==> src/rtl/hptdc_usb_packer.sv <==
// Drains 32-bit HPTDC words from the measurement FIFO and frames them as
// header / payload / trailer packets on an FT245-style synchronous byte port.
module hptdc_usb_packer #(
    parameter int unsigned DATA_WIDTH = 32,
    parameter int unsigned MAX_WORDS  = 256,
    parameter logic [15:0] HDR_MAGIC  = 16'hA55A,
    parameter logic [15:0] TRL_MAGIC  = 16'h5AA5
) (
    input  logic                  clk,
    input  logic                  rst_n,
    input  logic                  enable,
    input  logic                  fifo_empty,
    output logic                  fifo_read_enable,
    input  logic [DATA_WIDTH-1:0] fifo_data_out,
    input  logic                  fifo_output_ready,
    input  logic                  usb_txe_n,
    output logic                  usb_wr_n,
    output logic [7:0]            usb_data,
    output logic                  busy,
    output logic [7:0]            pkt_seq
);

    localparam int unsigned CNT_W  = 16;
    localparam int unsigned SEQ_W  = 8;
    localparam int unsigned IDX_W  = 2;

    localparam logic [2:0] S_IDLE = 3'd0;
    localparam logic [2:0] S_HDR  = 3'd1;
    localparam logic [2:0] S_REQ  = 3'd2;
    localparam logic [2:0] S_WAIT = 3'd3;
    localparam logic [2:0] S_SEND = 3'd4;
    localparam logic [2:0] S_TRL  = 3'd5;

    logic [2:0]            state_q, state_d;
    logic [DATA_WIDTH-1:0] hold_q,  hold_d;
    logic [IDX_W-1:0]      idx_q,   idx_d;
    logic [CNT_W-1:0]      cnt_q,   cnt_d;
    logic [SEQ_W-1:0]      seq_q,   seq_d;

    logic xfer;
    logic byte_done;
    logic last_byte;

    // State and datapath registers
    always_ff @(posedge clk or negedge rst_n) begin
        if (!rst_n) begin
            state_q <= S_IDLE;
            hold_q  <= '0;
            idx_q   <= IDX_W'(3);
            cnt_q   <= '0;
            seq_q   <= '0;
        end else begin
            state_q <= state_d;
            hold_q  <= hold_d;
            idx_q   <= idx_d;
            cnt_q   <= cnt_d;
            seq_q   <= seq_d;
        end
    end

    // Next-state, datapath update and byte-port outputs
    always_comb begin
        state_d          = state_q;
        hold_d           = hold_q;
        idx_d            = idx_q;
        cnt_d            = cnt_q;
        seq_d            = seq_q;

        xfer      = (state_q == S_HDR) || (state_q == S_SEND) || (state_q == S_TRL);
        byte_done = xfer && !usb_txe_n;
        last_byte = byte_done && (idx_q == IDX_W'(0));

        // Index wraps 0 -> 3 so it is already primed for the next 32-bit register
        if (byte_done) begin
            idx_d = idx_q - IDX_W'(1);
        end

        case (state_q)
            S_IDLE: begin
                if (enable && !fifo_empty) begin
                    hold_d  = DATA_WIDTH'({HDR_MAGIC, seq_q, 8'h00});
                    idx_d   = IDX_W'(3);
                    state_d = S_HDR;
                end
            end
            S_HDR: begin
                if (last_byte) begin
                    state_d = S_REQ;
                end
            end
            S_REQ: begin
                state_d = S_WAIT;
            end
            S_WAIT: begin
                if (fifo_output_ready) begin
                    hold_d  = fifo_data_out;
                    idx_d   = IDX_W'(3);
                    cnt_d   = cnt_q + CNT_W'(1);
                    state_d = S_SEND;
                end
            end
            S_SEND: begin
                if (last_byte) begin
                    if ((cnt_q < CNT_W'(MAX_WORDS)) && !fifo_empty) begin
                        state_d = S_REQ;
                    end else begin
                        hold_d  = DATA_WIDTH'({TRL_MAGIC, cnt_q});
                        idx_d   = IDX_W'(3);
                        state_d = S_TRL;
                    end
                end
            end
            S_TRL: begin
                if (last_byte) begin
                    seq_d   = seq_q + SEQ_W'(1);
                    cnt_d   = '0;
                    state_d = S_IDLE;
                end
            end
            default: begin
                state_d = S_IDLE;
            end
        endcase

        usb_wr_n         = xfer ? usb_txe_n : 1'b1;
        usb_data         = xfer ? hold_q[{idx_q, 3'b000} +: 8] : 8'h00;
        fifo_read_enable = (state_q == S_REQ);
        busy             = (state_q != S_IDLE);
        pkt_seq          = seq_q;
    end

endmodule
==> config.mk <==
export PLATFORM = sky130hd
export DESIGN_NAME = hptdc_usb_packer
export DESIGN_NICKNAME = d
export VERILOG_FILES = /design/src/rtl/hptdc_usb_packer.sv
export SDC_FILE = /design/constraint.sdc
export NUM_CORES = 1
export LEC_CHECK = 0
export CAP_MARGIN = 20
export CELL_PAD_IN_SITES_DETAIL_PLACEMENT = 0
export CELL_PAD_IN_SITES_GLOBAL_PLACEMENT = 1
export CORE_ASPECT_RATIO = 1.25
export CORE_MARGIN = 1
export CORE_UTILIZATION = 45
export CTS_CLUSTER_SIZE = 30
export DETAILED_ROUTE_END_ITERATION = 8
export DONT_BUFFER_PORTS = 1
export PLACE_DENSITY = 0.83
export RECOVER_POWER = 25
export SLEW_MARGIN = 20
export SYNTH_ARGS = -nofsm -noshare
export SYNTH_HDL_FRONTEND = slang
export SYNTH_SLANG_ARGS = --single-unit
export TNS_END_PERCENT = 20
==> constraint.sdc <==
create_clock -name clk -period 2.4 [get_ports clk]
set_input_delay 0.24 -clock clk [delete_from_list [all_inputs] [get_ports clk]]
set_output_delay 0.24 -clock clk [all_outputs]
set_load 0.005 [all_outputs]
==> flow_summary.json <==
{
  "n_fill_cell": 670,
  "fmax_ghz": 0.453,
  "cts-root-buf": "clkbuf_8",
  "yosys_register_bits": 61,
  "first_global_vias": 2479,
  "cts_setup_buffers": 0,
  "grt_pass1_wl_um": 13200,
  "required_ns": 2.16,
  "setup_viol": 0,
  "min_path_type": "in -> reg",
  "synthFlopType": "dfrtp_1",
  "grt_max_degree": 62,
  "cts.path.max_buffers": 2,
  "route.antenna.remaining_nets": 0,
  "crit_chain": "buf_4 > o21bai_1 > or2_2",
  "wl_per_cell_um": 19.4,
  "core_region_area_mm2": 0.00736,
  "vias_per_cell": 6.04,
  "crit_fanout": 18,
  "dp_hpwl_um": 5790,
  "synth_edf_count": 0,
  "cts-buffers-inserted": 9,
  "synth.area.top_cells": "dfrtp_1 (43%), mux2_4 (5.3%), mux4_2 (5.3%)",
  "synthArstFlopShare_pct": 100,
  "syn_inst": 318,
  "fin_crit_sh_pct": 92.0,
  "drt_first_pass_iters": 4,
  "diodes": 0,
  "drt_first_iter_violations": 226,
  "status": "complete, but fails checks",
  "synth_top_cell_area_share_pct": 43.1,
  "worst_pin_slew_ns": 1.53,
  "vias": 2542,
  "track_usage_pct": 22.2,
  "worst_setup_path_start_kind": "flop",
  "die-area_mm2": 0.00797,
  "ios": 57,
  "fin_ws_ns": 0.193,
  "leakagePower_nw": 1.82,
  "dp_cells": 403,
  "synth_cell_types": 49,
  "final_common_cell": "dfrtp_1",
  "powerDensity_mw_per_mm2": 1140,
  "clk_latency_ns": 0.35,
  "fin_cells": 421,
  "cts_num_sinks": 61,
  "endpoint_kind": "primary output",
  "hold_viol_final": 0,
  "areaGrowthSynthToFinish_pct": 10.8,
  "synth.avg_cell_area_um2": 10.8,
  "maxCapViolations": 1,
  "cpMaxStageDelayCell": "o21bai_1",
  "period_needed_ns": 2.21,
  "cts_hold_buf": 2,
  "post_cts_resized": 0,
  "wirelength_um": 8150,
  "rsz0062_at_grt": "false",
  "netlist_area_mm2": 0.00343,
  "row_count": 35,
  "clkTransAtPathRegs_ns": 0.07,
  "p_total_w": 0.00433,
  "cts_max_level": 3,
  "violations": "max-capacitance violations, max-slew violations",
  "slew_headroom_pct": -1.95,
  "ys_seq_area_share_pct": 44.6,
  "post-place-ws_ns": 0.318,
  "fin_skew_ns": 0.0107,
  "port_buffers": 0,
  "antenna_found_initial": 0,
  "layout.nets": 365,
  "vdd_ir_drop_max_v": 0.000462,
  "grt_remaining_overflow": 0,
  "tns_ns": 0,
  "path_class": "reg -> out",
  "drive_above_1_share_pct": 19.1,
  "cts_tree": "built",
  "synth.largest_area_cell": "dfrtp_1",
  "critPathArrivalTime_ns": 1.97,
  "final_cell_mix": "dfrtp_1 (59), inv_1 (23), o21ai_0 (21)",
  "syn_nets": 359,
  "ys_warn_count": 0,
  "die_w_um": 80.1,
  "critPathMaxStageDelay_ns": 0.69,
  "slew_viol_final": 62,
  "drcViolationCount": 0,
  "floorplan.initialDensity_pct": 46.6,
  "die_h_um": 99.6,
  "place_congestion": 0.840
}
-- power breakdown --
part | switching, W | internal, W
clock | 0.000422 | 0.000611
combinational | 0.000826 | 0.000850
sequential | 0.000253 | 0.00137
-- stage by stage --
step	instance area, um^2	hold slack (ns)	util (%)
final	3800	0.0414	51.6
after global routing	3800	0.0431	51.6
after global placement	3560	-0.0528	48.4
after CTS	3820	0.0343	51.9
after floorplan	3430	-0.0556	-
after detailed placement	3560	-0.0532	48.4
-- path summary, 6_finish.rpt --
kind,from,endpoint,slack [ns],cells past startpoint
setup / recovery,state_q[0],usb_wr_n,0.19,3
hold / removal,fifo_output_ready,cnt_q[0],0.04,2
setup reg to reg,idx_q[0],cnt_q[14],0.26,7
hold reg to reg,hold_q[0],hold_q[0],0.51,1
max in group asynchronous,rst_n,pkt_seq[0],0.65,2
min in group asynchronous,rst_n,hold_q[25],0.84,2
-- critical path, delay by kind of cell (launching register included) --
| kind | cells | cell delay [ns] |
|---|---|---|
| compound gates | 1 | 0.69 |
| flops | 1 | 0.42 |
| simple gates | 1 | 0.30 |
| buf+inv | 1 | 0.21 |
-- layer usage --
layer	track usage [%]	wire (um)	vias up	share of wire, %
met4	7.97	98	0	1.2
met3	5.96	543	12	6.7
met1	30.0	3610	1274	44
met2	34.2	3900	77	48
li1	-	-	1179	-
met5	0	0	-	0
-- cells by family after synthesis --
kind of cell               Yosys count  synth area share (%)
adders and majority gates            3                  1.10
DFF                                 61                  44.6
xor gates and xnor gates            13                  3.32
and+or+nand+nor                     86                  14.5
AOI/OAI and AO/OA                   71                  14.3
muxes                               40                  16.5
buffers and inverters               44                  5.73
-- final cells by class --
cell class	count	area [um^2]	share of cell area, %
Inverter	23	86.3	2.27
Clock inverter	6	86.3	2.27
Multi-Input combinational cell	213	1710	45.0
Clock buffer	10	138	3.62
Sequential cell	61	1530	40.3
Timing Repair Buffer	16	133	3.49
Tap cell	92	115	3.03
-- registers in the layout (all words and copies together) (netlist names) --
register	count
hold_q	32
state_q	3
pkt_seq	8
idx_q	2
cnt_q	16
-- synthesized netlist by cell type (7+ instances only) --
cell,instances
dfrtp_1,59
xnor2_1,9
clkbuf_1,11
or3_1,7
and3_1,12
nor2_1,9
mux4_2,8
mux2_4,12
o21ai_0,21
buf_2,7
a221o_1,8
nor2b_1,9
nand2_1,17
inv_1,23
nand3_1,8
mux2i_1,16
a21oi_1,17
a22o_1,7
Power figures use the tool's default switching activity.
